$ cat src/rtl/parity_rx.sv
// -----------------------------------------------------------------------------
// parity_rx
// Serial frame receiver with parity and stop-bit checking. One line bit is
// consumed per in_valid strobe. A frame is: start (0), 8 data bits LSB first,
// parity bit, stop bit (1). Completed frames are presented with a
// valid/ready handshake; frames that land on an unconsumed result overwrite it
// and raise a sticky overrun flag.
//
// Parameters
//   PARITY_ODD  0 = even parity expected, 1 = odd parity expected
//
// Ports
//   clk         clock, rising edge
//   rst_n       asynchronous active-low reset
//   in_valid    bit strobe; in_bit is only looked at when this is 1
//   in_bit      serial line value (idle level 1)
//   out_ready   consumer accepts data_out when data_valid && out_ready
//   clr_count   synchronous clear of err_count (wins over an increment)
//   data_out    last received data byte
//   data_valid  data_out holds an unconsumed frame
//   parity_err  parity mismatch on the frame in data_out
//   frame_err   stop bit was 0 on the frame in data_out
//   overrun     sticky: a frame completed while data_valid=1 and out_ready=0
//   err_count   saturating count of frames with a parity or frame error
//   busy        FSM is not in IDLE (registered)
// -----------------------------------------------------------------------------
module parity_rx #(
    parameter bit PARITY_ODD = 1'b0
) (
    input  logic       clk,
    input  logic       rst_n,
    input  logic       in_valid,
    input  logic       in_bit,
    input  logic       out_ready,
    input  logic       clr_count,
    output logic [7:0] data_out,
    output logic       data_valid,
    output logic       parity_err,
    output logic       frame_err,
    output logic       overrun,
    output logic [7:0] err_count,
    output logic       busy
);

    typedef enum logic [1:0] {
        IDLE   = 2'd0,
        DATA   = 2'd1,
        PARITY = 2'd2,
        STOP   = 2'd3
    } state_e;

    state_e     state_q, state_d;
    logic [2:0] idx_q, idx_d;
    logic       acc_q, acc_d;
    logic [7:0] shift_q, shift_d;
    logic       perr_q, perr_d;      // parity result of the frame in flight

    logic [7:0] data_out_q, data_out_d;
    logic       data_valid_q, data_valid_d;
    logic       parity_err_q, parity_err_d;
    logic       frame_err_q, frame_err_d;
    logic       overrun_q, overrun_d;
    logic [7:0] err_count_q, err_count_d;
    logic       busy_q, busy_d;

    logic       complete;            // stop-bit strobe this cycle

    // Frame-assembly FSM.
    always_comb begin
        // NOTE: every variable gets a default before the case so that no path
        // leaves it unassigned, which would otherwise infer a latch.
        state_d  = state_q;
        idx_d    = idx_q;
        acc_d    = acc_q;
        shift_d  = shift_q;
        perr_d   = perr_q;
        complete = 1'b0;

        if (in_valid) begin
            unique case (state_q)
                IDLE: begin
                    if (!in_bit) begin
                        state_d = DATA;
                        idx_d   = 3'd0;
                        acc_d   = 1'b0;
                    end
                end
                DATA: begin
                    shift_d[idx_q] = in_bit;
                    acc_d          = acc_q ^ in_bit;
                    idx_d          = idx_q + 3'd1;
                    if (idx_q == 3'd7) begin
                        state_d = PARITY;
                    end
                end
                PARITY: begin
                    perr_d  = acc_q ^ in_bit ^ PARITY_ODD;
                    state_d = STOP;
                end
                STOP: begin
                    // The stop strobe always closes the frame; a 0 here is
                    // reported as a frame error rather than resynchronising.
                    complete = 1'b1;
                    state_d  = IDLE;
                end
                default: state_d = IDLE;
            endcase
        end
    end

    // Output side: result registers, handshake, overrun and error counter.
    always_comb begin
        data_out_d   = data_out_q;
        data_valid_d = data_valid_q;
        parity_err_d = parity_err_q;
        frame_err_d  = frame_err_q;
        overrun_d    = overrun_q;
        err_count_d  = err_count_q;

        if (complete) begin
            data_out_d   = shift_q;
            parity_err_d = perr_q;
            frame_err_d  = ~in_bit;
            data_valid_d = 1'b1;
            // A coincident accepting handshake consumes the old frame, so
            // only an unaccepted pending frame counts as lost.
            if (data_valid_q && !out_ready) begin
                overrun_d = 1'b1;
            end
        end else if (data_valid_q && out_ready) begin
            data_valid_d = 1'b0;
        end

        if (clr_count) begin
            err_count_d = 8'd0;
        end else if (complete && (perr_q || !in_bit) && (err_count_q != 8'hFF)) begin
            err_count_d = err_count_q + 8'd1;
        end

        busy_d = (state_d != IDLE);
    end

    // NOTE: all state, including the data shift register, is reset so that a
    // mid-frame reset leaves nothing of the partial frame behind.
    always_ff @(posedge clk or negedge rst_n) begin
        if (!rst_n) begin
            state_q      <= IDLE;
            idx_q        <= 3'd0;
            acc_q        <= 1'b0;
            shift_q      <= 8'h00;
            perr_q       <= 1'b0;
            data_out_q   <= 8'h00;
            data_valid_q <= 1'b0;
            parity_err_q <= 1'b0;
            frame_err_q  <= 1'b0;
            overrun_q    <= 1'b0;
            err_count_q  <= 8'd0;
            busy_q       <= 1'b0;
        end else begin
            // NOTE: non-blocking assignments here so every register samples
            // the pre-edge values computed by the combinational blocks.
            state_q      <= state_d;
            idx_q        <= idx_d;
            acc_q        <= acc_d;
            shift_q      <= shift_d;
            perr_q       <= perr_d;
            data_out_q   <= data_out_d;
            data_valid_q <= data_valid_d;
            parity_err_q <= parity_err_d;
            frame_err_q  <= frame_err_d;
            overrun_q    <= overrun_d;
            err_count_q  <= err_count_d;
            busy_q       <= busy_d;
        end
    end

    assign data_out   = data_out_q;
    assign data_valid = data_valid_q;
    assign parity_err = parity_err_q;
    assign frame_err  = frame_err_q;
    assign overrun    = overrun_q;
    assign err_count  = err_count_q;
    assign busy       = busy_q;

endmodule

$ cat config.mk
export PLATFORM = sky130hd
export DESIGN_NAME = parity_rx
export DESIGN_NICKNAME = d
export VERILOG_FILES = /design/src/rtl/parity_rx.sv
export SDC_FILE = /design/constraint.sdc
export NUM_CORES = 1
export LEC_CHECK = 0
export BUFFER_PORTS_ARGS = -buffer_cell sky130_fd_sc_hd__buf_2
export CAP_MARGIN = 10
export CORE_MARGIN = 2
export CORE_UTILIZATION = 50
export DETAILED_ROUTE_END_ITERATION = 10
export PLACE_DENSITY = 0.74
export REMOVE_ABC_BUFFERS = 1
export SKIP_LAST_GASP = 1
export SLEW_MARGIN = 20
export SYNTH_ARGS = -nofsm -noshare
export SYNTH_HDL_FRONTEND = slang
export SYNTH_SLANG_ARGS = --single-unit
$ cat constraint.sdc
create_clock -name clk -period 2.25 [get_ports clk]
set_input_delay 0.45 -clock clk [delete_from_list [all_inputs] [get_ports clk]]
set_output_delay 0.45 -clock clk [all_outputs]
set_load 0.005 [all_outputs]
== After elaboration in Yosys (flattened, before gate mapping) ==
Index checks and enable logic that the tools add are counted.

* Word-level logic and storage cells: 58
* Flip-flop bits (word level): 36
* Input port bits: 6
* Output and inout port bits: 21

* Bitwise operators: 2
* Equal/unequal tests: 6
* Add/subtract/negate cells: 2
* $lt $le $gt $ge: 2
* Reductions and logical operators: 17
* Multiplexer cells: 17

{| class="wikitable"
|+ Operator list
! kind !! count
|-
| $mux 8 || 2
|-
| $add 8x1->8 const B || 1
|-
| $bwmux 8 || 1
|-
| $ne 8x8->1 const B || 1
|-
| $pmux 2 s4 || 1
|-
| $reduce_bool 2->1 || 4
|-
| $mux 1 || 6
|-
| $mux 2 || 3
|-
| $pmux 3 s2 || 1
|-
| $reduce_and 2->1 || 3
|-
| $logic_and 1x1->1 || 5
|-
| $eq 2x2->1 const B || 2
|-
| $lt 3x4->1 const B || 1
|-
| $add 3x1->3 const B || 1
|-
| $demux 1 s3 || 1
|-
| $eq 3x3->1 const B || 1
|-
| $ge 3x1->1 const B || 1
|-
| $mux 3 || 1
|-
| $reduce_and 3->1 || 1
|-
| $eq 2x1->1 const B || 1
|-
| $logic_not 1->1 || 2
|-
| $logic_not 2->1 || 1
|-
| $ne 2x2->1 const B || 1
|-
| $pmux 1 s2 || 1
|-
| 3 further kinds || 3
|}

== Longest topological paths before layout ==
* Depth in word-level cells: 7
* Mapped depth: 6
* Gate-level depth less buffers: 6

== Worst setup path after synthesis ==
No wires, ideal clock.

* Path kind: flip-flop to flip-flop
* From: register err_count_q[0], in the netlist err_count[0]
* To: register err_count_q[5], in the netlist err_count[5]
* Setup time: 0.078 ns
* Cell stages (with the launch flop): 6
* Period minus slack after synthesis: 1.622 ns
* Data required time: 2.172 ns
* Path buffers: 0
* Arrival time: 1.544 ns
* Slack: 0.628 ns
* Cells stage by stage: dfrtp_1 ha_1 nand3_1 o21ai_1 or4_1 a21oi_1

* Cells in the longest elaborated chain, start to end: 3
* Elaborated cells on any way between the ends: 6
* Those cells by class: add/sub (1); eq/ne (1); mux (2); reduce/logical (2)

{| class="wikitable"
|+ Ends and longest elaborated chain
! what !! RTL line !! RTL
|-
| start, declared || 63 || <nowiki>logic [7:0] err_count_q, err_count_d;</nowiki>
|-
| start signal, assigned || 172 || <nowiki>err_count_q <= err_count_d;</nowiki>
|-
| $add 8x1->8 / $ne 8x8->1 (equally long branches) || 137, 136 ||
|-
| $mux 8 / $logic_and 1x1->1 (equally long branches) || 136 || <nowiki>end else if (complete && (perr_q || !in_bit) && (err_count_q != 8'hFF)) begin</nowiki>
|-
| $mux 8 / $reduce_bool 2->1 (equally long branches) || - ||
|}

Several ways; a longest one is shown, not always the timed one. The select of a mux whose other input is x is not followed.
A chain may end at the register's enable or synchronous reset.

== Final worst setup path ==
Same ends and word-level chain as after synthesis.

==> metrics <==
outcome complete, no violations; switching share of power between 20% and 30%; register bit total from synthesis 36; Fin. Hold Viols 0; Worst path depth 5; routability cong. between 0.7 and 0.8; most frequent cells in the layout dfrtp_1 (36), buf_2 (26), mux2_2 (17); H-Tree Depth 2; Fillers between 200 and 300; WS Path Type reg -> reg; 1st-pass router iterations 4; setup bufs post-CTS 0; routed len/inst 13.3 um; vias in the first global route 1102; power per cell area 1010 mW/mm^2; CP max-delay cell or4_1; cells along the critical path ha_1 -> nand3_1 -> o21ai_1 -> or4_1 -> a21oi_1; Post-Syn Instances 139; Net Switching 560 uW; actual slew at the worst max-slew pin 0.767 ns; slowest cell delay on critical path 0.49 ns; Longest Clk Path Bufs 2; Hold Crit Class in -> async; final instance area 0.00185 mm^2; Mapped Avg Cell Area ~12 um^2; delay-heaviest family, CP simple AND/OR/NAND/NOR gates; Port Buffers 26; slew margin rel. between 40% and 50%; sequential share of power 53.5%; Final WS setup 0.497 ns; worst reg2reg setup slack 0.50 ns; synth unique cells 38; hold buffers post-CTS 0; Gate power share between 20% and 30%; CTS buffer count 5; leak pwr 0.888 nW; largest net degree at the start of global routing 37; clock skew 0.0191 ns; Die Span Y around 61 um; vias about 1.1k; Core Area 0.00310 mm^2; Power Internal 1.31 mW; Synth area leaders dfrtp_1 (55%), mux2_2 (12%), ha_1 (2.3%); 1st-iter DRT viols 46; Power, Total 1.87 mW; R2R depth 5; # setup viols final 0; area delta synth->final 12.2%; num rows 20; # resized after CTS 0; sequential area share after synthesis 54.7%; die area 0.00377 mm^2; Starting Density 53.1%; # DRC 0; CTS tree built; critical-path maximum fanout 6; Reg2Reg Capture Point err_count[5]$_DFFE_PN0P_; crit end category flip-flop; total wire length 2770 um; Critical Path Source Type flip-flop; GR Overflow Total 0; crit path DAT 2.01 ns; number of flops mapped to enable cells by yosys 0; pre-CTS setup slack between 0.5 and 0.6 ns; crit path buf inv count 0; DP Cell Count 201; layout cells sized above 1 32.9%; worst hold slack 0.165 ns; Worst-Skew Late Latency around 0.35 ns; global-route wire length before repair 4750 um; Final TNS setup 0 ns; Max Cap Viol 0; # diodes 0; Post-synth ARST share 100%; nets@finish 173; Final Non-Filler Cells around 210; Yosys top cell area share between 50% and 60%; Clock power frac 20.4%; Peak supply drop 0.000689 V; CTS sink cnt 36; hpwl dp 1940 um; DIE WIDTH between 60 and 70 um; Max Clk Rate roughly 0.57 GHz; most common cell after layout, fill and taps aside dfrtp_1; CTS clk-pin slew, worst paths 0.12 ns; Final Cycle Share 77.9%; placed cell areas 0.00178 mm^2; mapped cell area around 0.0016 mm^2; I/O pins 27; root buffer cell clkbuf_4; RSZ-0062 raised after global routing false; initial antenna violation count 0; CP required 2.51 ns; Synth area leader dfrtp_1; Tmin final 1.75 ns; R2R Path Start err_count[0]$_DFFE_PN0P_; dominant synthesized flop cell dfrtp_1; Total Routing Usage GR approximately 18%; Routed Antenna Nets 0; synth warn 0; Layout Utilization 59.6%; via/cell ratio 5.40; Slew Viols, Final 0
area by class of cell:
cell class / count / area [um^2] / area share, %
clock buffers: 7 / 65.1 / 3.52
inverters: 1 / 3.75 / 0.203
repair buffers: 26 / 130 / 7.04
multi-input cells: 94 / 694 / 37.6
well taps: 44 / 55.1 / 2.98
flip-flops and latches: 36 / 901 / 48.7
power groups by stage:
stage               Combinational (mW)  Sequential, mW  Clock, mW
floorplan                        0.331           0.987          0
global placement                 0.477           0.998          0
detailed placement               0.497            1.01          0
CTS                              0.499            1.00      0.398
global route                     0.551            1.03      0.421
finish                           0.487           0.998      0.381
sequential cells by signal, indices dropped and copies added, names as in the netlist:
name        count
idx_q           3
perr_q          1
acc_q           1
frame_err       1
err_count       8
data_valid      1
shift_q         8
parity_err      1
data_out        8
busy            1
overrun         1
state_q         2
cells by family (layout without fill, tap and decap cells):
| group | Yosys count | in the layout | synth area share [%] |
|---|---|---|---|
| flops | 36 | 36 | 54.7 |
| mux | 18 | 18 | 12.2 |
| fa+ha+maj | 3 | 3 | 2.28 |
| buf+inv | 9 | 34 | 3.19 |
| compound gates | 23 | 23 | 9.64 |
| simple gates | 47 | 47 | 16.4 |
| xor+xnor | 3 | 3 | 1.59 |
metal layers:
metal	track usage, %	part of all wire, %	vias to the layer above
met4	7.29	1.1	0
met5	0	0	-
met3	5.67	4.0	4
met2	29.8	49	22
met1	21.1	46	552
li1	-	-	546
synth_stat cells, types with 2 or more instances:
cell type  count
dfrtp_1       36
mux2_2        17
nand2_1        8
nor2_1         7
a21oi_1        6
o21ai_0        6
nand2b_1       5
nand3_1        5
nand3b_1       4
a22o_1         3
buf_2          3
ha_1           3
o31ai_1        3
or4_1          3
buf_4          2
nand4_1        2
nor3_1         2
nor3b_1        2
or3_1          2
xor2_1         2
worst max path at each step:
stage / endpoint / start / slack [ns]
after floorplan: err_count[5]$_DFFE_PN0P_ / err_count[0]$_DFFE_PN0P_ / 0.63
after global placement: err_count[7]$_DFFE_PN0P_ / in_bit / 0.56
after detailed placement: err_count[5]$_DFFE_PN0P_ / in_bit / 0.52
after CTS: err_count[5]$_DFFE_PN0P_ / err_count[0]$_DFFE_PN0P_ / 0.50
after global routing: err_count[5]$_DFFE_PN0P_ / err_count[0]$_DFFE_PN0P_ / 0.39
final: err_count[5]$_DFFE_PN0P_ / err_count[0]$_DFFE_PN0P_ / 0.50
No activity file was read; power rests on OpenSTA's default activity.
